[config.mk]
export PLATFORM = sky130hd
export DESIGN_NAME = ddr_capture_deser
export DESIGN_NICKNAME = d
export VERILOG_FILES = /design/src/rtl/ddr_cap_pkg.sv /design/src/rtl/ddr_capture_deser_fifo.sv /design/src/rtl/ddr_capture_deser.sv
export SDC_FILE = /design/constraint.sdc
export NUM_CORES = 1
export LEC_CHECK = 0
export CAP_MARGIN = 40
export CORE_ASPECT_RATIO = 1.75
export CORE_MARGIN = 1
export CORE_UTILIZATION = 55
export DETAILED_ROUTE_END_ITERATION = 7
export GPL_TIMING_DRIVEN = 0
export PLACE_DENSITY = 0.77
export RECOVER_POWER = 25
export SYNTH_ARGS = -nofsm -noshare
export SYNTH_HDL_FRONTEND = slang
export SYNTH_SLANG_ARGS = --single-unit
export TNS_END_PERCENT = 5
[constraint.sdc]
create_clock -name clk -period 3.3 [get_ports clk]
set_input_delay 0.495 -clock clk [delete_from_list [all_inputs] [get_ports clk]]
set_output_delay 0.495 -clock clk [all_outputs]
set_load 0.05 [all_outputs]
[src/rtl/ddr_cap_pkg.sv]
// Shared constants and pair-assembly state encoding for the dual-edge capture deserialiser.
package ddr_cap_pkg;

    localparam int MODE_SDR = 0;
    localparam int MODE_DDR = 1;

    // IDLE/HAVE_RISE are used in DDR mode; LOW_HALF/HIGH_HALF are used in SDR mode.
    typedef enum logic [1:0] {
        ST_IDLE      = 2'd0,
        ST_HAVE_RISE = 2'd1,
        ST_LOW_HALF  = 2'd2,
        ST_HIGH_HALF = 2'd3
    } pair_state_t;

endpackage

[src/rtl/ddr_capture_deser_fifo.sv]
// First-word fall-through FIFO with a registered head; head holds its last value while empty.
module sync_fifo_fwft #(
    parameter int WIDTH = 8,
    parameter int DEPTH = 8
) (
    input  logic                     clk,
    input  logic                     rst,
    input  logic                     push,
    input  logic [WIDTH-1:0]         push_data,
    input  logic                     pop,
    output logic [WIDTH-1:0]         head,
    output logic                     empty,
    output logic                     full,
    output logic [$clog2(DEPTH):0]   level
);

    localparam int AW = $clog2(DEPTH);
    localparam logic [AW:0] PTR_ONE = 1;

    logic [WIDTH-1:0] mem [DEPTH];
    logic [AW:0]      wr_ptr;
    logic [AW:0]      rd_ptr;
    logic [AW:0]      rd_nxt;
    logic             wr_en;
    logic             rd_en;

    assign level  = wr_ptr - rd_ptr;
    assign empty  = (wr_ptr == rd_ptr);
    assign full   = (wr_ptr[AW] != rd_ptr[AW]) && (wr_ptr[AW-1:0] == rd_ptr[AW-1:0]);
    assign rd_en  = pop && !empty;
    assign wr_en  = push && (!full || rd_en);
    assign rd_nxt = rd_ptr + (rd_en ? PTR_ONE : '0);

    always_ff @(posedge clk) begin
        if (wr_en) begin
            mem[wr_ptr[AW-1:0]] <= push_data;
        end
    end

    // Head tracks the entry at the next read pointer; a write landing there is bypassed.
    always_ff @(posedge clk) begin
        if (rst) begin
            wr_ptr <= '0;
            rd_ptr <= '0;
            head   <= '0;
        end else begin
            if (wr_en) begin
                wr_ptr <= wr_ptr + PTR_ONE;
            end
            rd_ptr <= rd_nxt;
            if (wr_en && (wr_ptr[AW-1:0] == rd_nxt[AW-1:0])) begin
                head <= push_data;
            end else if (rd_nxt != wr_ptr) begin
                head <= mem[rd_nxt[AW-1:0]];
            end
        end
    end

endmodule

[src/rtl/ddr_capture_deser.sv]
// Dual-edge input capture with XOR-merged q and a FIFO of assembled rise/fall (or SDR) sample pairs.
module ddr_capture_deser
    import ddr_cap_pkg::*;
#(
    parameter int WIDTH = 4,
    parameter int DEPTH = 8,
    parameter int MODE  = MODE_DDR,
    parameter int CNT_W = 8
) (
    input  logic                     clk,
    input  logic                     rst,
    input  logic                     en,
    input  logic [WIDTH-1:0]         d,
    output logic [WIDTH-1:0]         q,
    output logic [2*WIDTH-1:0]       pair_data,
    output logic                     pair_valid,
    input  logic                     pair_ready,
    output logic [$clog2(DEPTH):0]   level,
    output logic [CNT_W-1:0]         ovf_cnt
);

    localparam pair_state_t ST_RST = (MODE == MODE_DDR) ? ST_IDLE : ST_LOW_HALF;

    function automatic logic [CNT_W-1:0] sat_inc(input logic [CNT_W-1:0] v);
        return (&v) ? v : v + {{(CNT_W-1){1'b0}}, 1'b1};
    endfunction

    logic [WIDTH-1:0]   rise_x;
    logic [WIDTH-1:0]   fall_x;
    logic [WIDTH-1:0]   rise_smp;
    logic [WIDTH-1:0]   fall_smp;
    logic               fall_en;
    pair_state_t        state;
    pair_state_t        state_nxt;
    logic               push_req;
    logic [2*WIDTH-1:0] push_data;
    logic               fifo_full;
    logic               fifo_empty;
    logic               pop_ok;
    logic               drop;

    // Each edge stores d XOR the other edge's register, so the XOR of both is the latest sample.
    assign q = rise_x ^ fall_x;

    always_ff @(negedge clk) begin
        if (rst) begin
            fall_x   <= '0;
            fall_smp <= '0;
            fall_en  <= 1'b0;
        end else if (MODE == MODE_DDR) begin
            fall_en <= en;
            if (en) begin
                fall_x   <= d ^ rise_x;
                fall_smp <= d;
            end
        end
    end

    always_comb begin
        state_nxt = state;
        push_req  = 1'b0;
        push_data = {fall_smp, rise_smp};
        if (MODE == MODE_DDR) begin
            push_req  = (state == ST_HAVE_RISE) && fall_en;
            state_nxt = en ? ST_HAVE_RISE : ST_IDLE;
        end else begin
            push_data = {d, rise_smp};
            if (en) begin
                if (state == ST_HIGH_HALF) begin
                    push_req  = 1'b1;
                    state_nxt = ST_LOW_HALF;
                end else begin
                    state_nxt = ST_HIGH_HALF;
                end
            end
        end
    end

    assign pop_ok = pair_ready && !fifo_empty;
    assign drop   = push_req && fifo_full && !pop_ok;

    always_ff @(posedge clk) begin
        if (rst) begin
            rise_x   <= '0;
            rise_smp <= '0;
            state    <= ST_RST;
            ovf_cnt  <= '0;
        end else begin
            state <= state_nxt;
            if (en) begin
                rise_x <= d ^ fall_x;
            end
            // In SDR mode only the low half of a pair needs to be held.
            if (en && ((MODE == MODE_DDR) || (state != ST_HIGH_HALF))) begin
                rise_smp <= d;
            end
            if (drop) begin
                ovf_cnt <= sat_inc(ovf_cnt);
            end
        end
    end

    sync_fifo_fwft #(
        .WIDTH (2*WIDTH),
        .DEPTH (DEPTH)
    ) u_fifo (
        .clk       (clk),
        .rst       (rst),
        .push      (push_req),
        .push_data (push_data),
        .pop       (pair_ready),
        .head      (pair_data),
        .empty     (fifo_empty),
        .full      (fifo_full),
        .level     (level)
    );

    assign pair_valid = !fifo_empty;

endmodule
==> flow_metrics.env, run 1 <==
export IMPL_clockBufferDepth=2
export IMPL_met2_usage=0.416
export IMPL_synth_edff_count=64
export IMPL_syn_num_nets=365
export IMPL_grt_first_pass_wirelength_um=14400
export IMPL_synthArstFlopShare=0
export IMPL_outcome="finished, violations left"
export IMPL_crit_type="flip-flop to flip-flop"
export IMPL_rsz0062_at_grt="true"
export IMPL_vias_per_cell=5.88
export IMPL_core_area_um2=8020
export IMPL_netlist_area_um2=4600
export IMPL_required_ns=3.53
export IMPL_htree_levels=3
export IMPL_syn_avg_cell_area_um2=13.2
export IMPL_slew_viol_final=0
export IMPL_r2r_slack_ns=-0.06
export IMPL_dpl_cell_area_um2=5070
export IMPL_synth_flop_cell="edfxtp_1"
export IMPL_whs_path_depth=2
export IMPL_peakVddDrop_mv=0.462
export IMPL_layout_setup_ws_ns=-0.0599
export IMPL_drc=3
export IMPL_grt_max_degree=18
export IMPL_hp_class="flip-flop to flip-flop"
export IMPL_stdcell_count=502
export IMPL_layout_nets=423
export IMPL_max_cap_viol_count=0
export IMPL_slew_headroom=0.500
export IMPL_antenna_found_initial=0
export IMPL_clock_root_buffer="clkbuf_16"
export IMPL_synth_seq_area_share=0.601
export IMPL_dieArea_um2=8740
export IMPL_dp_final_hpwl_um=6410
export IMPL_area_growth_pct=19.6
export IMPL_clk_latency_ns=0.40
export IMPL_yosys_warnings=0
export IMPL_holdPathEnd="fall_x[0]"
export IMPL_regToRegStartpoint="fall_en"
export IMPL_ios=33
export IMPL_met1_usage=0.242
export IMPL_cts_num_sinks=106
export IMPL_wire_per_inst_um=17.9
export IMPL_worst_pin_slew_ns=0.748
export IMPL_arrival_ns=3.59
export IMPL_power_density_nw_per_um2=532
export IMPL_fin_area_um2=5500
export IMPL_violations="design-rule violations, negative setup slack"
export IMPL_die_height_um=123
export IMPL_routed_wl_um=9010
export IMPL_start_util=0.573
export IMPL_drtPass1Iterations=8
export IMPL_fill_cells=547
export IMPL_clkTransAtPathRegs_ns=0.07
export IMPL_vias=2950
export IMPL_crit_start="fall_en"
export IMPL_regToRegEndpoint="ovf_cnt[5]"
export IMPL_cts_buffers=9
export IMPL_grt_overflow_total=0
export IMPL_pre_cts_ws_ns=-0.570
export IMPL_dp_cells=475
export IMPL_track_usage=0.224
export IMPL_antenna_cells=0
export IMPL_finClkSkew_ns=0.0630
export IMPL_grtUsageMet3=0.0383
export IMPL_min_delay_start="fall_x[0]"
export IMPL_die_x_um=71.1
export IMPL_ant_nets=0
export IMPL_drtIter0Drc=123
export IMPL_setup_viol=2
export IMPL_port_buffers=30
export IMPL_whs_ns=0.502
export IMPL_grt_busiest_layer="met2"
export IMPL_p_leak_nw=1.93
export IMPL_drive_gt1_frac=0.177
export IMPL_num_rows=43
export IMPL_start_kind="flip-flop"
export IMPL_cts_hold_buf=0
export IMPL_critPathCaptureType="flip-flop"
export IMPL_grt_pass1_vias=3042
export IMPL_reg2regPathDepth=4
export IMPL_cts_tree="built"
export IMPL_synth_seq_cells=106
export IMPL_hold_viol=0
export IMPL_synth_cell_types=47
export IMPL_crit_fanout=5
export IMPL_syn_inst=349
export IMPL_place_gp_congestion=0.807
where the power goes:
part           switching (mW)  internal, mW  leakage [nW]
registers              0.0339          1.44         0.930
logic                   0.220         0.132         0.809
clock network           0.493         0.608         0.188
per-stage QoR:
step	setup TNS, ns	power (mW)	util
after detailed placement	-12.34	1.87	0.632
final	-0.0617	2.93	0.686
after floorplan	-7.31	1.76	-
after global placement	-39.15	1.86	0.627
after global routing	-0.282	3.03	0.686
after CTS	-0.0131	2.94	0.679
how the worst max path moves through the flow:
stage               cells past startpoint               end  slack (ns)
detailed placement                      5  u_fifo.mem[4][1]       -0.57
floorplan                               3  u_fifo.mem[0][0]       -0.24
global route                            4        ovf_cnt[5]       -0.08
global placement                        3  u_fifo.mem[0][1]       -1.01
CTS                                     4        ovf_cnt[5]       -0.01
finish                                  4        ovf_cnt[5]       -0.06
synthesized netlist by cell type (all sizes together), types with 3 or more instances:
cell type	number	area, um^2
a211oi	8	60.1
a21o	9	67.6
a21oi	17	85.1
a31oi	8	50.1
and2	3	18.8
buf	11	70.1
clkbuf	12	46.3
dfxtp	42	841
edfxtp	64	1920
ha	7	87.6
inv	9	33.8
mux2i	32	320
mux4	8	180
nand2	8	30.0
nand2b	8	50.1
nand3	14	70.1
nor2	15	56.3
nor2b	5	31.3
nor3	3	15.0
nor4	4	25.0
o21ai	4	20.0
o31ai	4	30.0
o41ai	8	70.1
or3	5	31.3
xnor2	14	130
xor2	8	77.6
registers in the layout, indices dropped and copies added, names as in the netlist:
| signal | cells |
|---|---|
| u_fifo.head | 8 |
| fall_smp | 4 |
| ovf_cnt | 8 |
| state | 1 |
| u_fifo.rd_ptr | 4 |
| fall_x | 4 |
| fall_en | 1 |
| rise_x | 4 |
| u_fifo.mem | 64 |
| u_fifo.wr_ptr | 4 |
| rise_smp | 4 |
kinds of logic after synthesis:
group,count (synthesis),share of synthesized area
DFF,106,0.601
and+or+nand+nor,76,0.0898
AOI/OAI and AO/OA,61,0.0885
muxes,42,0.114
buffers and inverters,33,0.0335
xor gates and xnor gates,23,0.0501
adders and majority gates,8,0.0234
per-layer routing:
layer / wire, um / share of wire
met1: 3480 / 0.39
met2: 5090 / 0.56
met3: 266 / 0.030
met4: 174 / 0.019
met5: 0 / 0
worst max-delay path, cell delays in order (launching register included):
cell,delay (ns)
dfxtp_1,0.29
and2_4,0.16
or3b_4,0.43
nor4_2,0.31
mux2_1,0.35
final cells by class:
class	instances	area, um^2	area share
Tap cell	90	113	0.0205
Inverter	9	33.8	0.00614
Sequential cell	106	2770	0.504
Clock inverter	14	93.8	0.0171
Clock buffer	11	233	0.0423
Buffer	22	134	0.0244
Timing Repair Buffer	40	358	0.0651
Multi-Input combinational cell	210	1760	0.320
placed cells by master, fill, tap and decap left out, types with 5 or more instances in the layout:
master / synthesis / layout
a21oi_1: 17 / 15
nor2b_1: 5 / 5
a31oi_1: 8 / 8
clkbuf_1: 11 / 11
xnor2_1: 13 / 13
nand3_1: 14 / 13
nand2b_1: 8 / 8
xor2_1: 7 / 7
nand2_1: 8 / 8
edfxtp_1: 64 / 64
a211oi_1: 8 / 8
buf_4: 4 / 12
dfxtp_1: 42 / 37
clkdlybuf4s50_1: 0 / 22
clkbuf_16: 0 / 9
ha_1: 7 / 7
mux4_2: 8 / 8
nor2_1: 15 / 14
a21o_1: 9 / 9
mux2i_1: 32 / 32
inv_1: 9 / 17
buf_2: 5 / 7
o41ai_1: 8 / 8
repair_timing:
action                                  CTS  global route
pin swaps                                 5             9
setup buffers                             2             2
endpoints found under the setup margin   77            38
gates resized for setup                  42            16
Note: power is estimated with default switching activity, not from simulation.
==> run 2: changes to the inputs <==
--- a/config.mk
+++ b/config.mk
@@ -8,11 +8,10 @@
 export CAP_MARGIN = 40
 export CORE_ASPECT_RATIO = 1.75
 export CORE_MARGIN = 1
-export CORE_UTILIZATION = 55
+export CORE_UTILIZATION = 30
 export DETAILED_ROUTE_END_ITERATION = 7
 export GPL_TIMING_DRIVEN = 0
-export PLACE_DENSITY = 0.77
-export RECOVER_POWER = 25
+export PLACE_DENSITY = 0.48
 export SYNTH_ARGS = -nofsm -noshare
 export SYNTH_HDL_FRONTEND = slang
 export SYNTH_SLANG_ARGS = --single-unit
==> run 2 against run 1 <==
The run ends with negative setup slack left. Via count fell by 3.1%. Sequential share of layout area decreased by 2.4 points. Routed wire length up 7.7%. Cell area up 5.0%.
==> flow_metrics.env, run 2 (synthesis results as in run 1) <==
export IMPL_fin_area_um2=5770
export IMPL_start_util=0.308
export IMPL_wire_per_inst_um=16.2
export IMPL_die_height_um=166
export IMPL_dieArea_um2=15800
export IMPL_antenna_cells=0
export IMPL_arrival_ns=3.40
export IMPL_drive_gt1_frac=0.204
export IMPL_critPathCaptureType="flip-flop"
export IMPL_max_cap_viol_count=0
export IMPL_hp_class="flip-flop to flip-flop"
export IMPL_max_stage_delay_ns=0.39
export IMPL_setup_viol=11
export IMPL_dp_final_hpwl_um=7160
export IMPL_final_common_cell="edfxtp_1"
export IMPL_cts_num_sinks=106
export IMPL_power_density_nw_per_um2=541
export IMPL_hold_viol=0
export IMPL_drtIter0Drc=127
export IMPL_drc=0
export IMPL_grt_overflow_total=0
export IMPL_vias=2859
export IMPL_antenna_found_initial=0
export IMPL_crit_type="flip-flop to flip-flop"
export IMPL_area_growth_pct=25.6
export IMPL_outcome="finished, violations left"
export IMPL_largest_reg_flops=64
export IMPL_vias_per_cell=4.77
export IMPL_cts_buffers=9
export IMPL_slew_viol_final=0
export IMPL_place_gp_congestion=0.710
export IMPL_crit_slowest_cell="nor3_2"
export IMPL_finClkSkew_ns=0.0658
export IMPL_layout_common_cells="edfxtp_1 (64), dfxtp_1 (36), mux2i_1 (32)"
export IMPL_clockBufferDepth=2
export IMPL_drtPass1Iterations=4
export IMPL_track_usage=0.134
export IMPL_ant_nets=0
export IMPL_clk_latency_ns=0.41
export IMPL_p_leak_nw=1.97
export IMPL_grt_max_degree=17
export IMPL_slew_headroom=0.492
export IMPL_required_ns=3.35
export IMPL_peakVddDrop_mv=0.231
export IMPL_grt_pass1_vias=3009
export IMPL_clkTransAtPathRegs_ns=0.07
export IMPL_ios=33
export IMPL_routed_wl_um=9700
export IMPL_worst_pin_slew_ns=0.759
export IMPL_start_kind="flip-flop"
export IMPL_num_rows=59
export IMPL_cts_tree="built"
export IMPL_layout_nets=427
export IMPL_dpl_cell_area_um2=5190
export IMPL_htree_levels=3
export IMPL_clock_root_buffer="clkbuf_16"
export IMPL_core_area_um2=14900
export IMPL_layout_setup_ws_ns=-0.0449
export IMPL_crit_fanout=6
export IMPL_fin_util=0.387
export IMPL_violations="negative setup slack"
export IMPL_die_x_um=95.6
export IMPL_port_buffers=30
export IMPL_rsz0062_at_grt="true"
export IMPL_path_cells="and2_4 -> o211ai_1 -> nor3_2 -> buf_4"
export IMPL_grt_first_pass_wirelength_um=15800
## run 2: power by group
part / internal, mW / total, mW / switching (mW)
Combinational: 0.131 / 0.352 / 0.221
Sequential: 1.44 / 1.47 / 0.0343
Clock: 0.799 / 1.30 / 0.501
Total: 2.37 / 3.13 / 0.756
## run 2: metal layers
layer  up-vias  wire, um  global-route usage
li1       1427         -                   -
met1      1391      3990               0.153
met2        30      5400               0.241
met3        11       158              0.0192
met4         0       158              0.0565
met5         -         0                   0
## run 2: cell type report
cell class,instances,area [um^2]
Clock inverter,15,140
Tap cell,183,229
Timing Repair Buffer,44,399
Multi-Input combinational cell,210,1820
Sequential cell,106,2770
Inverter,9,33.8
Buffer,22,134
Clock buffer,10,250
Fill cell,1446,9140
## run 2: what timing repair did
action	in CTS	in global routing
resized for setup	46	25
pin swaps	7	7
endpoints found under the setup margin	85	72
setup buffers	2	6
hold buffers	0	0
## run 2: worst paths after layout
path / slack, ns / startpoint / cells after the start / end
setup / recovery: -0.04 / fall_en / 4 / u_fifo.mem[3][2]
hold / removal: 0.50 / ovf_cnt[6] / 2 / ovf_cnt[6]
hold reg to reg: 0.50 / ovf_cnt[6] / 2 / ovf_cnt[6]
setup reg to reg: -0.04 / fall_en / 4 / u_fifo.mem[3][2]
## run 2: worst max-delay path, delay by kind of cell (launching register included)
family	cells	cell delay (ns)
flip-flops	1	0.30
buffers and inverters	1	0.22
AND/OR/NAND/NOR	2	0.55
AO/OA/AOI/OAI	1	0.27
## run 2: per-stage QoR
stage               setup TNS, ns  cells  total power, mW  setup slack [ns]  hold WS, ns
finish                     -0.268    599             3.13           -0.0449        0.499
global route                -3.83    599             3.25            -0.129        0.528
CTS                        -0.115    593             3.15           -0.0440        0.501
detailed placement         -21.27    568             1.87            -0.693        0.487
global placement           -48.95    562             1.87             -1.13        0.483
floorplan                   -7.31    349             1.76            -0.241        0.492
